**config.mk**
```make
export PLATFORM = sky130hd
export DESIGN_NAME = rv32_div_unit
export DESIGN_NICKNAME = d
export VERILOG_FILES = /design/src/rtl/rv32_div_unit.sv
export SDC_FILE = /design/constraint.sdc
export NUM_CORES = 1
export LEC_CHECK = 0
export CELL_PAD_IN_SITES_DETAIL_PLACEMENT = 1
export CELL_PAD_IN_SITES_GLOBAL_PLACEMENT = 1
export CORE_ASPECT_RATIO = 1.25
export CORE_UTILIZATION = 46
export DETAILED_ROUTE_END_ITERATION = 16
export PLACE_DENSITY = 0.92
export SYNTH_ARGS = -nofsm -noshare
export SYNTH_HDL_FRONTEND = slang
export SYNTH_SLANG_ARGS = --single-unit
```
**constraint.sdc**
```tcl
create_clock -name clk -period 5.6 [get_ports clk]
set_clock_uncertainty 0.1 [all_clocks]
set_input_delay 1.4 -clock clk [delete_from_list [all_inputs] [get_ports clk]]
set_output_delay 1.4 -clock clk [all_outputs]
set_load 0.03 [all_outputs]
```
**src/rtl/rv32_div_unit.sv**
```systemverilog
// Iterative 32-bit divider for RV32M DIV/DIVU/REM/REMU. It performs one restoring
// step per cycle and bypasses the loop for divide-by-zero and signed overflow.
module rv32_div_unit #(
    parameter int XLEN = 32
) (
    input  logic            clk,
    input  logic            reset,
    input  logic            start,
    input  logic [1:0]      op,
    input  logic [XLEN-1:0] rs1_data,
    input  logic [XLEN-1:0] rs2_data,
    input  logic [4:0]      rd_in,
    output logic            busy,
    output logic            done,
    output logic [XLEN-1:0] result,
    output logic [4:0]      rd_out,
    output logic            reg_write
);

    typedef enum logic [1:0] {
        IDLE = 2'd0,
        CALC = 2'd1,
        FIX  = 2'd2,
        DONE = 2'd3
    } state_t;

    state_t          state_q, state_d;
    logic [5:0]      cnt_q, cnt_d;
    logic [XLEN-1:0] quot_q, quot_d;
    logic [XLEN-1:0] rem_q, rem_d;
    logic [XLEN-1:0] divisor_q, divisor_d;
    logic            neg_quot_q, neg_quot_d;
    logic            neg_rem_q, neg_rem_d;
    logic            rem_sel_q, rem_sel_d;
    logic [XLEN-1:0] result_q, result_d;
    logic [4:0]      rd_out_q, rd_out_d;

    logic            is_signed;
    logic [XLEN-1:0] abs_a, abs_b;
    logic            div_zero, sgn_ovf;
    logic [XLEN:0]   shifted, trial;
    logic [XLEN-1:0] fixed_quot, fixed_rem;

    always_comb begin
        is_signed = ~op[0];
        abs_a     = (is_signed && rs1_data[XLEN-1]) ? (~rs1_data + 1'b1) : rs1_data;
        abs_b     = (is_signed && rs2_data[XLEN-1]) ? (~rs2_data + 1'b1) : rs2_data;
        div_zero  = (rs2_data == '0);
        sgn_ovf   = is_signed && (rs1_data == {1'b1, {(XLEN-1){1'b0}}}) && (rs2_data == '1);

        // Bring in the next dividend bit and try subtracting; a borrow keeps the old remainder.
        shifted    = {rem_q, quot_q[XLEN-1]};
        trial      = shifted - {1'b0, divisor_q};

        fixed_quot = neg_quot_q ? (~quot_q + 1'b1) : quot_q;
        fixed_rem  = neg_rem_q  ? (~rem_q  + 1'b1) : rem_q;
    end

    always_comb begin
        state_d    = state_q;
        cnt_d      = cnt_q;
        quot_d     = quot_q;
        rem_d      = rem_q;
        divisor_d  = divisor_q;
        neg_quot_d = neg_quot_q;
        neg_rem_d  = neg_rem_q;
        rem_sel_d  = rem_sel_q;
        result_d   = result_q;
        rd_out_d   = rd_out_q;

        case (state_q)
            IDLE: begin
                if (start) begin
                    rem_sel_d = op[1];
                    rd_out_d  = rd_in;
                    cnt_d     = 6'd0;
                    divisor_d = abs_b;
                    if (div_zero || sgn_ovf) begin
                        // Pre-load the architectural answer; FIX then passes it through unsigned.
                        quot_d     = div_zero ? '1 : rs1_data;
                        rem_d      = div_zero ? rs1_data : '0;
                        neg_quot_d = 1'b0;
                        neg_rem_d  = 1'b0;
                        state_d    = FIX;
                    end else begin
                        quot_d     = abs_a;
                        rem_d      = '0;
                        neg_quot_d = is_signed && (rs1_data[XLEN-1] ^ rs2_data[XLEN-1]);
                        neg_rem_d  = is_signed && rs1_data[XLEN-1];
                        state_d    = CALC;
                    end
                end
            end
            CALC: begin
                if (cnt_q == 6'd32) begin
                    state_d = FIX;
                end else begin
                    cnt_d = cnt_q + 6'd1;
                    if (!trial[XLEN]) begin
                        rem_d  = trial[XLEN-1:0];
                        quot_d = {quot_q[XLEN-2:0], 1'b1};
                    end else begin
                        rem_d  = shifted[XLEN-1:0];
                        quot_d = {quot_q[XLEN-2:0], 1'b0};
                    end
                end
            end
            FIX: begin
                result_d = rem_sel_q ? fixed_rem : fixed_quot;
                state_d  = DONE;
            end
            DONE: begin
                state_d = IDLE;
            end
            default: state_d = IDLE;
        endcase
    end

    always_ff @(posedge clk) begin
        if (reset) begin
            state_q    <= IDLE;
            cnt_q      <= 6'd0;
            quot_q     <= '0;
            rem_q      <= '0;
            divisor_q  <= '0;
            neg_quot_q <= 1'b0;
            neg_rem_q  <= 1'b0;
            rem_sel_q  <= 1'b0;
            result_q   <= '0;
            rd_out_q   <= 5'd0;
        end else begin
            state_q    <= state_d;
            cnt_q      <= cnt_d;
            quot_q     <= quot_d;
            rem_q      <= rem_d;
            divisor_q  <= divisor_d;
            neg_quot_q <= neg_quot_d;
            neg_rem_q  <= neg_rem_d;
            rem_sel_q  <= rem_sel_d;
            result_q   <= result_d;
            rd_out_q   <= rd_out_d;
        end
    end

    assign busy      = (state_q != IDLE);
    assign done      = (state_q == DONE);
    assign result    = result_q;
    assign rd_out    = rd_out_q;
    assign reg_write = done && (rd_out_q != 5'd0);

endmodule

```
==> Word-level counts from Yosys, hierarchy flattened <==
Cells that the tools add are included.
{ "word_totals": {"ff_bits": 144, "in_bits": 74, "out_inout_bits": 40, "elab_cells": 72} }
{ "classes": {"addsub": 6, "n_eq_ne": 9, "mux": 26, "bitwise": 6, "n_reduce_logical": 15} }
{ "op_table": {"columns": ["cell", "count"], "rows": [
  ["32-bit two-way mux", 14],
  ["32-bit by 1-bit adder with 32-bit output (second input constant)", 4],
  ["32-bit inverter", 4],
  ["32-bit one-hot mux with 2 select lines", 2],
  ["32-bit equality test (second input constant)", 2],
  ["33-bit by 32-bit subtractor with 33-bit output", 1],
  ["32-bit logical NOT", 1],
  ["6-bit two-way mux", 2],
  ["6-bit one-hot mux with 2 select lines", 1],
  ["2-bit one-hot mux with 4 select lines", 1],
  ["6-bit by 1-bit adder with 6-bit output (second input constant)", 1],
  ["6-bit equality test (second input constant)", 1],
  ["1-bit logical AND", 6],
  ["2-bit two-way mux", 3],
  ["2-bit != test (second input constant)", 3],
  ["5-bit nonzero test", 1],
  ["2-bit equality test (second input constant)", 2],
  ["2-bit AND reduction", 2],
  ["2-bit nonzero test", 2],
  ["1-bit two-way mux", 3],
  ["3-bit AND reduction", 1],
  ["2-bit by 1-bit equality test with 1-bit output (second input constant)", 1],
  ["2-bit logical NOT", 1],
  ["1-bit logical OR", 1],
  ["other kinds (2)", 2]
]} }

==> Longest topological paths before layout <==
Gate-level depths: netlist of run 1.
{ "logic_depth": {"word_depth": 7, "ltp_mapped": 15, "mapped_depth_nobuf": 13} }

==> Worst setup path after synthesis of run 1 <==
OpenSTA, ideal clock, no wires.
{ "synth_timing": {"path_type": "input-to-reg", "startpoint": "input port rs1_data[0]", "endpoint": "register quot_q[29]", "setup_time_ns": 0.065, "t_arrival_ns": 3.915, "t_required_ns": 5.435, "path_slack_ns": 1.520, "path_stages": 14, "path_buffers": 2, "cell_sequence": "inv_1 -> ha_1 -> or3b_1 -> nor4_1 -> nand4bb_1 -> clkbuf_1 -> nor4_4 -> or2_1 -> buf_2 -> a21oi_1 -> xnor2_1 -> a221oi_1 -> a21oi_1 -> nor2_1"} }
{ "synth_between": {"elab_chain_len": 7, "elab_cells_between_ends": 10, "classes_between": "add/sub: 1; eq/ne: 1; mux: 4; bitwise: 1; reduce/logical: 3"} }
{ "synth_rtl": {"columns": ["element", "line_no", "text"], "rows": [
  ["from (decl)", "10", "input logic [XLEN-1:0] rs1_data,"],
  ["parallel branches: the longest is 4 deep, another holds 32-bit by 1-bit adder with 32-bit output", null, null],
  ["32-bit two-way mux *", "78", "if (div_zero || sgn_ovf) begin"],
  ["32-bit two-way mux *", "73", "if (start) begin"],
  ["32-bit one-hot mux with 2 select lines *", "71", "case (state_q)"],
  ["to (signal assigned)", "134", "quot_q <= quot_d;"],
  ["to (decl)", "29", "logic [XLEN-1:0] quot_q, quot_d;"]
]} }
Mark *: on every way between the ends. The select of a mux whose other input is x is not followed.
A chain may end at the register's enable or synchronous reset.

==> Final worst setup path of run 1 <==
{ "layout_timing": {"startpoint": "input port rs1_data[25]", "endpoint": "register quot_q[10]"} }
{ "layout_between": {"elab_chain_len": 7} }
{ "layout_rtl": {"columns": ["element", "line_no", "text"], "rows": [
  ["32-bit equality test", "49", "sgn_ovf = is_signed && (rs1_data == {1'b1, {(XLEN-1){1'b0}}}) && (rs2_data == '1);"],
  ["1-bit logical AND (2 in series)", "49", null],
  ["1-bit logical OR", "78", null],
  ["32-bit two-way mux", "78", null],
  ["32-bit two-way mux", "73", null],
  ["32-bit one-hot mux with 2 select lines", "71", null]
]} }
No other way between the ends. The select of a mux whose other input is x is not followed.

==> results.sh, run 1 <==
export IMPL_status="finished clean"
export IMPL_critPathRequiredTime_ns=5.88
export IMPL_place_area_um2=12200
export IMPL_cts_setup_buffers=0
export IMPL_drive_gt1_frac=0.0592
export IMPL_hold_end="divisor_q[16]"
export IMPL_drc_errors=0
export IMPL_cp_max_fo=12
export IMPL_clkLatencyLatePin_ns=0.45
export IMPL_antenna_cells=0
export IMPL_die_width_um=140
export IMPL_grt_pass1_vias=11400
export IMPL_final_common_cell="nor2_1"
export IMPL_hold_buffers=0
export IMPL_hold_violations=0
export IMPL_max_stage_delay_ns=0.70
export IMPL_p_per_area_nw_per_um2=698
export IMPL_wl_per_cell_um=20.6
export IMPL_p_int_w=0.00432
export IMPL_drt_first_pass_iters=7
export IMPL_setup_tns_ns=0
export IMPL_yosysWarnings=0
export IMPL_worstPathArrival_ns=5.52
export IMPL_synth_nets=1580
export IMPL_die_area_um2=24400
export IMPL_htree_levels=4
export IMPL_reg2reg_from="quot_q[31]"
export IMPL_vias=11400
export IMPL_cts_max_path_buffers=2
export IMPL_dp_cells=1793
export IMPL_instances_no_fill=1825
export IMPL_final_cell_mix="nor2_1 (178), dfxtp_1 (143), a21oi_1 (131)"
export IMPL_die_h_um=174
export IMPL_crit_path_end_kind="register"
export IMPL_final_nets=1643
export IMPL_final_antenna_net_count=0
export IMPL_dp_hpwl_mm=26.8
export IMPL_drtIter0Drc=720
export IMPL_antenna_found_initial=0
export IMPL_rrSetupSlack_ns=1.41
export IMPL_start_util=0.472
export IMPL_swShare=0.519
export IMPL_cp_cell_sequence="clkdlybuf4s50_1 -> or4_1 -> nor4_1 -> nand4_1 -> nor4_4 -> or2_1 -> a21oi_1 -> xnor2_1 -> a221oi_1 -> a21oi_1 -> nor2_1"
export IMPL_cts_resized=0
export IMPL_cts_sinks=144
export IMPL_hp_class="reg2reg"
export IMPL_syn_area_um2=10900
export IMPL_max_freq_mhz=191
export IMPL_synth_edf_count=0
export IMPL_ys_seq_elements=144
export IMPL_ys_async_sr_fraction=0
export IMPL_clockPowerShare=0.144
export IMPL_clkTransAtPathRegs_ns=0.06
export IMPL_p_sw_w=0.00467
export IMPL_r2r_end="rem_q[30]"
export IMPL_synth_ff_type="dfxtp_1"
export IMPL_design_area_um2=12900
export IMPL_slew_viol_final=0
export IMPL_area_growth_pct=17.8
export IMPL_grt_pass1_wl_mm=59.9
export IMPL_crit_slowest_cell="nor4_1"
export IMPL_tightest_slew_ns=1.06
export IMPL_routabilityCongestion=0.891
export IMPL_vias_per_cell=6.25
export IMPL_core_area_um2=23200
export IMPL_relSlewSlack=0.294
export IMPL_globalRouteOverflowTotal=0
export IMPL_finalSetupViolCount=0
export IMPL_seqPwrFrac=0.207
export IMPL_cpMostUsedCell="a21oi_1"
export IMPL_boundaryPins=114
export IMPL_start_kind="input pin"
export IMPL_fin_crit_ns=5.25
export IMPL_synthCells=1461
export IMPL_grt_use_total=0.308
export IMPL_grt_max_degree=75
export IMPL_cts_tree="yes"
export IMPL_path_class="in2reg"
export IMPL_rsz0062_at_grt="no"
export IMPL_max_cap_viol_count=0
export IMPL_cts_root_buf="clkbuf_16"
export IMPL_yosysSeqAreaShare=0.264
export IMPL_hold_depth=2
export IMPL_detail_route_wirelength_mm=37.6
export IMPL_p_comb_frac=0.649
export IMPL_cts_buffers=17
export IMPL_leakagePower_nw=4.62
export IMPL_avgSynthCellArea_um2=7.49
export IMPL_synth_cell_types=79
export IMPL_peakVddDrop_mv=0.447
export IMPL_worstRegToRegCells=13
export IMPL_hp_start="divisor_q[16]"
export IMPL_min_period_over_period=0.937
export IMPL_io_buffers=113
export IMPL_rows=62
[worst max-delay path, delay by kind of cell]
kind | cells | cell delay, ns
buf+inv | 1 | 0.54
simple gates | 6 | 2.87
xor+xnor | 1 | 0.17
compound gates | 3 | 0.54
[cell usage after synthesis, types with 10 or more instances]
master,number,area [um^2]
a211oi_1,46,345
a21oi_1,131,656
a221oi_1,32,280
a22oi_1,12,90.1
buf_1,10,37.5
clkbuf_1,68,255
dfxtp_1,144,2880
ha_1,44,551
inv_1,89,334
mux2i_1,24,240
nand2_1,130,488
nand2b_1,31,194
nand3_1,20,100
nand4_1,18,113
nor2_1,178,668
nor3_1,27,135
nor4_1,15,93.8
o211ai_1,13,97.6
o21ai_0,87,435
o31ai_1,26,195
o41ai_1,12,105
or3_1,16,100
or4_1,12,90.1
xnor2_1,88,771
xor2_1,57,499
[sequential cells by signal, summed over array words and instances (netlist names), 2 cells and up]
name       flops
rd_out         5
cnt_q          6
result        32
rem_q         32
divisor_q     32
state_q        2
quot_q        32
[power by group through the flow]
stage | Combinational, W | Clock, W | Sequential [W]
3_3_place_gp | 0.00530 | 0 | 0.00182
3_5_place_dp | 0.00555 | 0 | 0.00185
4_1_cts | 0.00574 | 0.00130 | 0.00184
2_1_floorplan | 0.00423 | 0 | 0.00176
5_1_grt | 0.00633 | 0.00134 | 0.00190
6_report | 0.00584 | 0.00130 | 0.00186
[layout make-up]
type,count,area [um^2]
multi-input cells,1140,7370
inverters,89,334
repair buffers,132,1280
well taps,288,360
clock buffers,20,447
fillers,2861,10300
flip-flops and latches,144,2880
clock inverters,12,205
[through the flow]
stage / power (W) / hold slack, ns / utilization / setup WS, ns
finish: 0.00899 / 0.353 / 0.555 / 0.352
global route: 0.00957 / 0.384 / 0.555 / 0.254
CTS: 0.00888 / 0.355 / 0.555 / 0.526
detailed placement: 0.00741 / 0.348 / 0.527 / 0.111
global placement: 0.00712 / 0.341 / 0.527 / 0.282
floorplan: 0.00599 / 0.332 / - / 1.52
[worst max path at each step]
stage	slack [ns]	startpoint	endpoint	cells past startpoint
2_1_floorplan	1.52	rs1_data[0]	quot_q[29]	14
3_3_place_gp	0.28	rs1_data[24]	quot_q[21]	11
3_5_place_dp	0.11	rs1_data[25]	quot_q[10]	11
4_1_cts	0.53	rs1_data[25]	quot_q[10]	11
5_1_grt	0.25	rs1_data[24]	quot_q[10]	11
6_report	0.35	rs1_data[25]	quot_q[10]	11
[kinds of logic after synthesis]
kind of cell | share of synthesized area
compound gates | 0.259
flops | 0.264
mux | 0.0230
buf+inv | 0.0641
fa+ha+maj | 0.0522
xor+xnor | 0.116
simple gates | 0.222
[routing by layer]
layer  GRT usage  vias up  wire [um]
met2       0.530      379      18500
met5           0        -          0
met4       0.168        0       1600
li1            -     5362          -
met1       0.375     5558      15700
met3      0.0355      105       1690
No activity file was read; power rests on OpenSTA's default activity.
==> run 2: changes to the inputs <==
--- a/config.mk
+++ b/config.mk
@@ -5,6 +5,7 @@
 export SDC_FILE = /design/constraint.sdc
 export NUM_CORES = 1
 export LEC_CHECK = 0
+export CAP_MARGIN = 10
 export CELL_PAD_IN_SITES_DETAIL_PLACEMENT = 1
 export CELL_PAD_IN_SITES_GLOBAL_PLACEMENT = 1
 export CORE_ASPECT_RATIO = 1.25
==> results of run 2 <==
The final DEF is identical to that of run 1; final timing and power are the same.
